[src/rtl/maj_sweep_pkg.sv]
// Shared parameters, selector codes, FSM states and truth-table type for the majority sweeper.
// MAJ_INV_EN widens each selector by one complement bit.
package maj_sweep_pkg;

    localparam int unsigned N_IN   = 7;
    localparam int unsigned N_GATE = 6;
`ifdef MAJ_INV_EN
    localparam int unsigned SEL_W  = 5;
`else
    localparam int unsigned SEL_W  = 4;
`endif
    localparam int unsigned CFG_W  = N_GATE * 3 * SEL_W;
    localparam int unsigned N_PAT  = 1 << N_IN;

    typedef logic [3:0] sel_code_t;

    localparam sel_code_t SEL_C0  = 4'd0;
    localparam sel_code_t SEL_C1  = 4'd1;
    localparam sel_code_t SEL_X0  = 4'd2;
    localparam sel_code_t SEL_W0  = 4'd9;
    localparam sel_code_t SEL_ILL = 4'd15;

    typedef enum logic [1:0] {IDLE, SWEEP, CMP, DONE} state_t;

    typedef logic [N_PAT-1:0] tt_t;

    function automatic logic maj3(input logic a, input logic b, input logic c);
        return (a & b) | (a & c) | (b & c);
    endfunction

endpackage

[src/rtl/maj_net_eval.sv]
// Combinational evaluator for the 6-gate majority network on one input pattern.
// With MAJ_INV_EN the top selector bit complements the fanin after illegal->const0.
module maj_net_eval
    import maj_sweep_pkg::*;
(
    input  logic [CFG_W-1:0] cfg_i,
    input  logic [N_IN-1:0]  pat_i,
    output logic             out_o,
    output logic             ill_o
);

    logic [N_GATE-1:0] w;
    logic [SEL_W-1:0]  sel;
    sel_code_t         code;
    logic              v;
    logic [2:0]        fan;

    always_comb begin
        w     = '0;
        ill_o = 1'b0;
        sel   = '0;
        code  = SEL_C0;
        v     = 1'b0;
        fan   = '0;
        for (int unsigned g = 0; g < N_GATE; g++) begin
            for (int unsigned k = 0; k < 3; k++) begin
                sel  = cfg_i[(3*g+k)*SEL_W +: SEL_W];
                code = sel[3:0];
                v    = (code == SEL_C1);
                for (int unsigned n = 0; n < N_IN; n++) begin
                    if (code == SEL_X0 + sel_code_t'(n)) v = pat_i[n];
                end
                // Only earlier gates may feed gate g; anything else reads as const0.
                for (int unsigned j = 0; j < N_GATE; j++) begin
                    if (code == SEL_W0 + sel_code_t'(j)) begin
                        if (j < g) v = w[j];
                        else       ill_o = 1'b1;
                    end
                end
                if (code == SEL_ILL) ill_o = 1'b1;
`ifdef MAJ_INV_EN
                v = v ^ sel[SEL_W-1];
`endif
                fan[k] = v;
            end
            w[g] = maj3(fan[0], fan[1], fan[2]);
        end
        out_o = w[N_GATE-1];
    end

endmodule

[src/rtl/maj_tt_sweeper.sv]
// Sweeps all 128 patterns through maj_net_eval, builds the truth table and classifies it
// against a target and its complement. Selector width follows MAJ_INV_EN.
module maj_tt_sweeper
    import maj_sweep_pkg::*;
(
    input  logic             clk,
    input  logic             rst_n,
    input  logic             start,
    input  logic [CFG_W-1:0] cfg,
    input  logic [N_PAT-1:0] target_tt,
    output logic             busy,
    output logic             done,
    output logic [N_PAT-1:0] tt,
    output logic             match,
    output logic             match_neg,
    output logic             cfg_err
);

    state_t            state_q;
    logic [CFG_W-1:0]  cfg_q;
    tt_t               tgt_q;
    tt_t               tt_q, tt_d;
    logic [N_IN-1:0]   cnt_q;
    logic              busy_q, done_q, match_q, neg_q, err_q, err_d;
    logic              net_out, net_ill;

    maj_net_eval u_eval (
        .cfg_i (cfg_q),
        .pat_i (cnt_q),
        .out_o (net_out),
        .ill_o (net_ill)
    );

    // Shifting in from the top leaves pattern p at bit p after 128 cycles.
    assign tt_d  = {net_out, tt_q[N_PAT-1:1]};
    assign err_d = err_q | net_ill;

    always_ff @(posedge clk or negedge rst_n) begin
        if (!rst_n) begin
            state_q <= IDLE;
            cfg_q   <= '0;
            tgt_q   <= '0;
            tt_q    <= '0;
            cnt_q   <= '0;
            busy_q  <= 1'b0;
            done_q  <= 1'b0;
            match_q <= 1'b0;
            neg_q   <= 1'b0;
            err_q   <= 1'b0;
        end else begin
            case (state_q)
                IDLE: begin
                    if (start) begin
                        state_q <= SWEEP;
                        cfg_q   <= cfg;
                        tgt_q   <= target_tt;
                        tt_q    <= '0;
                        cnt_q   <= '0;
                        err_q   <= 1'b0;
                        match_q <= 1'b0;
                        neg_q   <= 1'b0;
                        busy_q  <= 1'b1;
                    end
                end
                SWEEP: begin
                    tt_q  <= tt_d;
                    err_q <= err_d;
                    cnt_q <= cnt_q + 1'b1;
                    if (cnt_q == '1) state_q <= CMP;
                end
                CMP: begin
                    match_q <= (tt_q == tgt_q);
                    neg_q   <= (tt_q == ~tgt_q);
                    busy_q  <= 1'b0;
                    done_q  <= 1'b1;
                    state_q <= DONE;
                end
                DONE: begin
                    done_q  <= 1'b0;
                    state_q <= IDLE;
                end
                default: state_q <= IDLE;
            endcase
        end
    end

    assign busy      = busy_q;
    assign done      = done_q;
    assign tt        = tt_q;
    assign match     = match_q;
    assign match_neg = neg_q;
    assign cfg_err   = err_q;

endmodule

[config.mk]
export PLATFORM = sky130hd
export DESIGN_NAME = maj_tt_sweeper
export DESIGN_NICKNAME = d
export VERILOG_FILES = /design/src/rtl/maj_sweep_pkg.sv /design/src/rtl/maj_net_eval.sv /design/src/rtl/maj_tt_sweeper.sv
export SDC_FILE = /design/constraint.sdc
export NUM_CORES = 1
export LEC_CHECK = 0
export CAP_MARGIN = 25
export CORE_MARGIN = 2
export CORE_UTILIZATION = 40
export CTS_CLUSTER_DIAMETER = 50
export DETAILED_ROUTE_END_ITERATION = 12
export GPL_TIMING_DRIVEN = 0
export PLACE_DENSITY = 0.69
export RECOVER_POWER = 100
export SLEW_MARGIN = 20
export SYNTH_ARGS = -nofsm -noshare
export SYNTH_HDL_FRONTEND = slang
export SYNTH_SLANG_ARGS = --single-unit
[constraint.sdc]
create_clock -name clk -period 5.05 [get_ports clk]
set_input_delay 0.7575 -clock clk [delete_from_list [all_inputs] [get_ports clk]]
set_output_delay 0.7575 -clock clk [all_outputs]
set_load 0.1 [all_outputs]
# Word-level counts from Yosys, hierarchy flattened
# Cells that the tools add are included.
dict set report totals {
  reg_bits 342
  latch_bits 0
  mem_bits_rw 0
  rom_bits 0
  input_bits 203
  out_inout_bits 133
  wordCells 595
  n_memories 0
}
dict set report classes {
  n_addsub 1
  multipliers 0
  div 0
  magnitude_cmp 0
  eq_ne 278
  shifts 0
  mux 266
  bitwise_logic 32
  n_reduce_logical 8
}
# cell count
set ops {}
lappend ops {{$eq 4x4->1 const B} 144}
lappend ops {{$eq 4x3->1 const B} 72}
lappend ops {{$eq 128x128->1} 2}
lappend ops {{$pmux 128 s2} 1}
lappend ops {{$mux 1} 254}
lappend ops {{$eq 4x2->1 const B} 36}
lappend ops {{$mux 128} 1}
lappend ops {{$not 128->128} 1}
lappend ops {{$eq 4x1->1 const B} 18}
lappend ops {{$and 1x1->1} 18}
lappend ops {{$pmux 7 s2} 1}
lappend ops {{$or 1x1->1} 13}
lappend ops {{$pmux 1 s2} 5}
lappend ops {{$pmux 2 s4} 1}
lappend ops {{$reduce_and 2->1} 4}
lappend ops {{$add 7x1->7 const B} 1}
lappend ops {{$eq 7x7->1 const B} 1}
lappend ops {{$mux 7} 1}
lappend ops {{$reduce_bool 2->1} 3}
lappend ops {{$eq 2x2->1 const B} 2}
lappend ops {{$mux 2} 2}
lappend ops {{$ne 2x2->1 const B} 2}
lappend ops {{$eq 2x1->1 const B} 1}
lappend ops {{$logic_not 2->1} 1}

# Logic depth before layout (Yosys ltp)
# Gate-level depths: netlist of run 1.
dict set report depth {
  ltp_word 84
  depth_mapped 18
  depth_no_buf 15
}

# By module
# From an unflattened synthesis of run 1, not the netlist that was laid out.
dict set report hier_totals {
  cells_unflattened 1780
  area_unflattened_um2 16529.6
}
# mod n_inst cells_per_inst area_each_um2 seq_area_each_um2
set modules_own_cells {}
lappend modules_own_cells {maj_tt_sweeper 1 1425 14286.2 8558.2}
lappend modules_own_cells {maj_net_eval 1 355 2243.4 0.0}

# Worst setup path after synthesis of run 1
# No wires, ideal clock.
dict set report synth_path {
  path_type {flip-flop to flip-flop}
  start {register cfg_q[9]}
  end {register tt_q[127] (netlist: tt[127])}
  setup_ps 124
  arrival_time_ps 3670
  required_time_ps 4926
  path_slack_ps 1256
  stages_incl_launch_ff 16
  path_buffers 1
  period_less_slack_ps 3794
  path_cell_list {dfrtp_1 > mux2_2 > a221oi_1 > o31ai_1 > maj3_2 > a311o_1 > maj3_4 > buf_12 > o211a_1 > nor4_1 > a211oi_1 > a221oi_2 > a211oi_2 > a211oi_2 > a21o_1 > a21oi_2}
}
dict set report synth_via {
  elab_chain_cells 32
  elab_cells_between_ends 90
  classes_between {eq/ne (8); mux (53); bitwise (29)}
}
# element line_no
set synth_lines {}
lappend synth_lines {{start: declaration} maj_tt_sweeper.sv:20} ;# logic [CFG_W-1:0] cfg_q;
lappend synth_lines {{start signal: assignment} maj_tt_sweeper.sv:55} ;# cfg_q <= cfg;
lappend synth_lines {{$eq 4x1->1 or $eq 4x2->1 (tied branches)} {maj_net_eval.sv:29, maj_net_eval.sv:31}}
lappend synth_lines {{$mux 1 (6 in a row)} maj_net_eval.sv:31} ;# if (code == SEL_X0 + sel_code_t'(n)) v = pat_i[n];
lappend synth_lines {{$mux 1 (*)} maj_net_eval.sv:31}
lappend synth_lines {{$and 1x1->1} maj_sweep_pkg.sv:28} ;# return (a & b) | (a & c) | (b & c);
lappend synth_lines {{$or 1x1->1} maj_sweep_pkg.sv:28}
lappend synth_lines {{$or 1x1->1 (*)} maj_sweep_pkg.sv:28}
lappend synth_lines {{$mux 1} maj_net_eval.sv:35} ;# if (code == SEL_W0 + sel_code_t'(j)) begin
lappend synth_lines {{$and 1x1->1} maj_sweep_pkg.sv:28}
lappend synth_lines {{[... 10 more ...]} n/a}
lappend synth_lines {{$mux 1} maj_net_eval.sv:35}
lappend synth_lines {{$and 1x1->1} maj_sweep_pkg.sv:28}
lappend synth_lines {{$or 1x1->1 (2 in a row)} maj_sweep_pkg.sv:28}
lappend synth_lines {{$mux 1} maj_net_eval.sv:35}
lappend synth_lines {{$and 1x1->1} maj_sweep_pkg.sv:28}
lappend synth_lines {{$or 1x1->1} maj_sweep_pkg.sv:28}
lappend synth_lines {{$or 1x1->1 (*)} maj_sweep_pkg.sv:28}
lappend synth_lines {{$pmux 128 s2 (*)} maj_tt_sweeper.sv:51} ;# case (state_q)
lappend synth_lines {{end signal: assignment} maj_tt_sweeper.sv:66} ;# tt_q <= tt_d;
lappend synth_lines {{end: declaration} maj_tt_sweeper.sv:22} ;# tt_t tt_q, tt_d;
# Mark *: on every way between the ends. The rest lies on a longest branch, timed or not.
# A chain may end at the register's enable or synchronous reset.

# Worst setup path in the final report of run 1
dict set report layout_path {
  start {register cfg_q[5]}
  end {register tt_q[127] (netlist: tt[127])}
}
# Same word-level chain as after synthesis.

==> results of run 1 <==
-- critical path, delay by kind of cell, from the launching register on --
| kind | cells | cell delay, ns |
|---|---|---|
| fa+ha+maj | 2 | 0.80 |
| compound gates | 10 | 2.44 |
| mux | 1 | 0.35 |
| simple gates | 2 | 0.35 |
| flops | 1 | 0.45 |
-- state kept, by name, summed over array words and instances (netlist names) --
name	count
tgt_q	128
tt	128
cfg_q	72
cnt_q	7
state_q	2
busy	1
cfg_err	1
done	1
match	1
match_neg	1
-- power groups by stage --
| stage | registers [mW] | clock network [mW] | logic (mW) |
|---|---|---|---|
| finish | 4.33 | 3.04 | 5.56 |
| floorplan | 4.40 | 0 | 3.46 |
| global route | 4.43 | 3.20 | 6.06 |
| CTS | 4.31 | 3.08 | 5.55 |
| global placement | 4.32 | 0 | 5.42 |
| detailed placement | 4.35 | 0 | 5.52 |
-- metrics by stage --
step	setup WS (ns)	TNS [ns]	hold WS, ns
5_1_grt	0.168	0	0.513
2_1_floorplan	1.26	0	0.462
6_report	0.532	0	0.492
3_3_place_gp	-11.52	-3925.54	0.461
4_1_cts	0.647	0	0.0927
3_5_place_dp	0.650	0	0.475
-- area by class of cell --
| class | instances | share of cell area (%) |
|---|---|---|
| Sequential cell | 342 | 38.3 |
| Multi-Input combinational cell | 1345 | 34.5 |
| Timing Repair Buffer | 341 | 15.4 |
| Clock buffer | 63 | 5.55 |
| Tap cell | 539 | 3.01 |
| Buffer | 111 | 1.99 |
| Clock inverter | 16 | 0.783 |
| Inverter | 27 | 0.453 |
-- worst max path at each step --
stage,slack [ns],startpoint,endpoint,depth (start not counted)
floorplan,1.26,cfg_q[9]$_DFFE_PN0P_,tt[127]$_DFFE_PN0P_,15
global placement,-11.52,rst_n,tgt_q[39]$_DFFE_PN0P_,1
detailed placement,0.65,cfg_q[5]$_DFFE_PN0P_,tt[127]$_DFFE_PN0P_,15
CTS,0.65,cnt_q[0]$_DFFE_PN0P_,tt[127]$_DFFE_PN0P_,15
global route,0.17,rst_n,tgt_q[50]$_DFFE_PN0P_,3
finish,0.53,cfg_q[5]$_DFFE_PN0P_,tt[127]$_DFFE_PN0P_,15
-- layer usage --
layer / part of all wire [%] / up-vias
met4: 4.3 / 0
li1: - / 7037
met1: 42 / 7553
met3: 6.2 / 130
met5: 0 / -
met2: 48 / 570
-- cell families after synthesis --
kind of cell	share of synthesized area [%]
AND/OR/NAND/NOR	21.8
buffers and inverters	3.24
multiplexers	1.49
XOR/XNOR	7.02
flip-flops	50.8
AO/OA/AOI/OAI	14.9
adder cells (fa/ha/maj)	0.647
-- cell usage in the layout (no fill, tap or decap), types with 8 or more instances in the layout --
| cell type | instances |
|---|---|
| nor3b_1 | 9 |
| clkbuf_8 | 9 |
| a31oi_1 | 8 |
| clkbuf_16 | 43 |
| dlygate4sd3_1 | 133 |
| xnor2_1 | 76 |
| mux2i_1 | 15 |
| xor2_1 | 59 |
| a21oi_1 | 42 |
| o21ai_0 | 58 |
| nand4_1 | 31 |
| dfrtp_1 | 342 |
| inv_1 | 26 |
| nand3_1 | 22 |
| a22o_1 | 130 |
| nor4_1 | 26 |
| nor2_1 | 62 |
| clkdlybuf4s50_1 | 201 |
| o22ai_1 | 9 |
| clkbuf_1 | 113 |
| nor3_1 | 10 |
| nor2b_1 | 13 |
| a21o_1 | 8 |
| nand2_1 | 623 |
==> results.json, run 1 <==
{
  "clk_latency_ns": 0.59,
  "regArea_um2": 8560,
  "p_sw_mw": 5.75,
  "holdPathEnd": "tgt_q[59]$_DFFE_PN0P_",
  "multiInputGateArea_um2": 7730,
  "syn_area_per_cell_um2": 9.23,
  "fillers": 3756,
  "r2r_setup_slack_ns": 0.53,
  "yosys_warnings": 0,
  "dieArea_um2": 43700,
  "yosysUniqueCellTypes": 85,
  "grt_pass1_wl_mm": 92.0,
  "syn_area_um2": 16800,
  "wire_per_inst_um": 22.0,
  "cp_slowest_stage_delay_ns": 0.45,
  "slew_viol_final": 55,
  "p_per_area_nw_per_um2": 578,
  "cts_tree": "built",
  "post-route-util_pct": 53.6,
  "finalSetupViolCount": 0,
  "tightest_slew_ns": 3.02,
  "crit_chain": "mux2_1, a221oi_1, o31ai_1, maj3_2, a311o_1, maj3_4, o21ai_0, nand2_1, a22oi_2, nor3_2, a31oi_1, a2111oi_0, a211oi_1, a21o_1, a21oi_2",
  "total_power_mw": 12.9,
  "synth_top_area_share_pct": 50.8,
  "skew_ns": 0.0291,
  "synth_most_common_cell": "nand2_1",
  "synthTopCellsByArea": "dfrtp_1, nand2_1, a22o_1, xnor2_1, xor2_1",
  "fmax_mhz": 221,
  "ys_ff_latch": 342,
  "p_int_mw": 7.17,
  "final_hold_viol_count": 0,
  "rsz0062_at_grt": "no",
  "post_dp_cell_area_um2": 21000,
  "p_leak_nw": 10.7,
  "core_area_um2": 41800,
  "hold_depth": 2,
  "antenna_found_initial": 0,
  "clk_path_buf_depth": 3,
  "drc": 0,
  "vias_per_cell": 5.49,
  "maxSlewHeadroom_pct": -101,
  "dpl.cell_count": 2705,
  "diodes": 0,
  "critPathKind": "flop to flop",
  "seq_power_share_pct": 33.5,
  "min_period_over_period_pct": 89.5,
  "num_rows": 75,
  "vdd_ir_drop_max_v": 0.000240,
  "startpoint_type": "flop",
  "worst_setup_path_end_kind": "flop",
  "drtAntennaViolNets": 0,
  "layout.cells.non_filler": 2784,
  "final_nets": 2419,
  "drv_cap": 1,
  "syn-num-nets": 2033,
  "ctsHoldBuffers": 0,
  "violations": "max-capacitance violations, max-slew violations",
  "cp_slowest_cell": "dfrtp_1",
  "area_delta_synth_final_pct": 32.9,
  "num_vias": 15300,
  "synth_top_cell_by_area": "dfrtp_1",
  "clk_pin_slew_worst_paths_ns": 0.06,
  "wirelength_mm": 61.2,
  "drt_iter0_markers": 1190,
  "synthArstFlopShare_pct": 100,
  "swShare_pct": 44.5,
  "seq_area_frac_synth_pct": 50.8,
  "drt-pass1-iter-count": 6,
  "clock-root-buffer": "clkbuf_16",
  "crit_required_ns": 5.51,
  "status": "complete, but fails checks",
  "dp_hpwl_mm": 46.8,
  "worstReg2RegStart": "cfg_q[5]$_DFFE_PN0P_",
  "die_w_um": 209,
  "start_util_pct": 40.3,
  "cts_made_buffers": 43,
  "hold_start": "tgt_q[59]$_DFFE_PN0P_",
  "cts_resized": 0,
  "clock_sinks": 342,
  "grt_usage_pct": 27.8,
  "critPathMaxFanout": 6,
  "worstPathArrival_ns": 4.98,
  "min_period_ns": 4.52,
  "final_cell_area_um2": 22400,
  "use_met1_pct": 35.9,
  "die_y_um": 209,
  "grt.overflow.total": 0,
  "grt_pass1_vias": 15200,
  "synth_commonest_cells": "nand2_1, dfrtp_1, a22o_1, clkbuf_1, xnor2_1",
  "r2r_cells": 15,
  "min_path_type": "flop to flop",
  "reg2reg_to": "tt[127]$_DFFE_PN0P_",
  "pin_count": 336,
  "synth_flop_cell": "dfrtp_1",
  "cts_setup_buffers": 0,
  "drive_gt1_share_pct": 4.81,
  "synth_edf_count": 0,
  "h-tree-depth": 2,
  "globalplace.congestion": 0.967,
  "global_route.usage.met2_pct": 46.2,
  "power_frac_clock_pct": 23.5,
  "grt_use_met3_pct": 4.96,
  "grt_max_degree": 100,
  "io_buffers": 335,
  "synthCells": 1825,
  "pwr-share-comb_pct": 43.0,
  "grt_most_used_layer": "met2"
}
Power figures use the tool's default switching activity.
==> inputs of run 2 (changes only) <==
--- a/config.mk
+++ b/config.mk
@@ -5,13 +5,15 @@
 export SDC_FILE = /design/constraint.sdc
 export NUM_CORES = 1
 export LEC_CHECK = 0
-export CAP_MARGIN = 25
+export CELL_PAD_IN_SITES_DETAIL_PLACEMENT = 0
+export CELL_PAD_IN_SITES_GLOBAL_PLACEMENT = 1
 export CORE_MARGIN = 2
-export CORE_UTILIZATION = 40
+export CORE_UTILIZATION = 39
 export CTS_CLUSTER_DIAMETER = 50
 export DETAILED_ROUTE_END_ITERATION = 12
 export GPL_TIMING_DRIVEN = 0
-export PLACE_DENSITY = 0.69
+export HOLD_SLACK_MARGIN = 0.12
+export PLACE_DENSITY = 0.84
 export RECOVER_POWER = 100
 export SLEW_MARGIN = 20
 export SYNTH_ARGS = -nofsm -noshare
==> run 2 against run 1 <==
The run still ends with max-capacitance violations, max-slew violations left. Highest routed layer unchanged. Die area rose by 2.5%. Largest cell class unchanged. Non-clock buffer count fell by 3. Setup slack improved by 0.14 ns. Largest power group unchanged. Cell area is 0.30% higher.
==> results.json, run 2 (synthesis gave the netlist of run 1 again) <==
{
  "antenna_found_initial": 1,
  "clk_latency_ns": 0.57,
  "grt.overflow.total": 0,
  "crit_chain": "clkbuf_1, a221oi_1, o31a_1, maj3_2, buf_6, a22oi_4, a21oi_1, o21ai_0, maj3_1, o31ai_1, a211oi_1, nand2_1, nor4_1, a211oi_1, a21o_1, a21oi_2",
  "num_vias": 15200,
  "core_area_um2": 42900,
  "io_buffers": 335,
  "p_sw_mw": 5.75,
  "h-tree-depth": 2,
  "dp_hpwl_mm": 46.8,
  "swShare_pct": 44.1,
  "final_nets": 2416,
  "p_per_area_nw_per_um2": 581,
  "post_dp_cell_area_um2": 21000,
  "startpoint_type": "flop",
  "p_int_mw": 7.29,
  "p_leak_nw": 10.7,
  "clock-root-buffer": "clkbuf_16",
  "area_delta_synth_final_pct": 33.3,
  "tightest_slew_ns": 4.04,
  "worst_setup_path_end_kind": "flop",
  "finalSetupViolCount": 0,
  "crit_required_ns": 5.54,
  "violations": "max-capacitance violations, max-slew violations",
  "grt_pass1_wl_mm": 91.4,
  "drc": 0,
  "fmax_mhz": 229,
  "grt_pass1_vias": 15100,
  "dieArea_um2": 44800,
  "vias_per_cell": 5.39,
  "die_w_um": 212,
  "ctsHoldBuffers": 0,
  "clk_path_buf_depth": 3,
  "cts_setup_buffers": 0,
  "post-route-util_pct": 52.3,
  "critPathKind": "flop to flop",
  "cts_made_buffers": 43,
  "dp_slack_ns": 0.747,
  "multiInputGateArea_um2": 7730,
  "rsz0062_at_grt": "no",
  "drive_gt1_share_pct": 4.96,
  "fillers": 3999,
  "layout.cells.non_filler": 2824,
  "vdd_ir_drop_max_v": 0.000294,
  "wire_per_inst_um": 21.6,
  "slew_viol_final": 66,
  "cts_tree": "built",
  "regArea_um2": 8560,
  "grt_usage_pct": 27.3,
  "num_rows": 76,
  "worst_slack_ns": 0.676,
  "fin_hold_ws_ns": 0.485,
  "crit_buf_inv": 2,
  "final_hold_viol_count": 0,
  "clock_sinks": 342,
  "critPathMaxFanout": 10,
  "dpl.cell_count": 2748,
  "pin_count": 336,
  "drt-pass1-iter-count": 5,
  "final_common_cell": "nand2_1",
  "status": "complete, but fails checks",
  "wirelength_mm": 61.1,
  "cp_slowest_stage_delay_ns": 0.51,
  "cts_resized": 0,
  "pwr-share-comb_pct": 42.5,
  "min_period_over_period_pct": 86.6,
  "final_cell_area_um2": 22400,
  "drv_cap": 1,
  "clk_pin_slew_worst_paths_ns": 0.06,
  "start_util_pct": 39.3,
  "cp_common_cell": "a211oi_1",
  "skew_ns": 0.0126,
  "maxSlewHeadroom_pct": -169,
  "power_frac_clock_pct": 24.3,
  "drtAntennaViolNets": 0,
  "cp_slowest_cell": "o21ai_0",
  "die_y_um": 212,
  "globalplace.congestion": 0.954,
  "grt_max_degree": 103,
  "crit_family": "compound AO/OA/AOI/OAI gates",
  "min_period_ns": 4.37,
  "worstPathArrival_ns": 4.87,
  "final_cell_mix": "nand2_1, dfrtp_1, clkdlybuf4s50_1",
  "seq_power_share_pct": 33.2,
  "min_path_type": "flop to flop",
  "drt_iter0_markers": 1181
}
-- run 2: changes by cell type in the layout (fill, tap and decap cells not counted), sizes merged --
cell         delta
clkbuf         -16
bufinv          +4
clkinv          +4
clkinvlp        +2
diode           +1
dlygate4sd3     -1
-- run 2: power by group through the flow --
stage | combinational (mW) | clock (mW) | sequential [mW]
after global routing | 6.05 | 3.34 | 4.42
after floorplan | 3.46 | 0 | 4.40
after global placement | 5.41 | 0 | 4.33
final | 5.54 | 3.17 | 4.33
after detailed placement | 5.51 | 0 | 4.35
after CTS | 5.55 | 3.22 | 4.31
-- run 2: metrics by stage --
| stage | total power, mW | setup TNS (ns) |
|---|---|---|
| after floorplan | 7.86 | 0 |
| final | 13.0 | 0 |
| after global routing | 13.8 | 0 |
| after CTS | 13.1 | 0 |
| after global placement | 9.74 | -3857.15 |
| after detailed placement | 9.86 | 0 |
-- run 2: final cells by class --
| class | count | area share (%) |
|---|---|---|
| well taps | 585 | 3.26 |
| flip-flops and latches | 342 | 38.1 |
| repair buffers | 338 | 15.2 |
| inverters | 27 | 0.452 |
| plain buffers | 111 | 1.98 |
| diodes | 1 | 0.0112 |
| multi-input cells | 1345 | 34.4 |
| clock inverters | 26 | 1.46 |
| clock buffers | 49 | 5.07 |
-- run 2: worst paths after layout --
kind                                        from               endpoint  slack [ns]  cells past startpoint
setup / recovery            cnt_q[0]$_DFFE_PN0P_    tt[127]$_DFFE_PN0P_        0.68                     16
min in group asynchronous                  rst_n  cfg_q[30]$_DFFE_PN0P_        1.60                      1
hold reg to reg            match_neg$_DFFE_PN0P_  match_neg$_DFFE_PN0P_        0.49                      1
setup reg to reg            cnt_q[0]$_DFFE_PN0P_    tt[127]$_DFFE_PN0P_        0.68                     16
hold / removal             match_neg$_DFFE_PN0P_  match_neg$_DFFE_PN0P_        0.49                      1
max in group asynchronous                  rst_n  tgt_q[38]$_DFFE_PN0P_        1.01                      3
-- run 2: routing by layer --
| layer | wire length, um | part of all wire [%] | vias up | GRT usage, % |
|---|---|---|---|---|
| li1 | - | - | 7037 | - |
| met1 | 24600 | 40 | 7532 | 33.8 |
| met2 | 30500 | 50 | 530 | 47.0 |
| met3 | 3970 | 6.5 | 117 | 5.65 |
| met4 | 2050 | 3.4 | 0 | 9.83 |
| met5 | 0 | 0 | - | 0 |
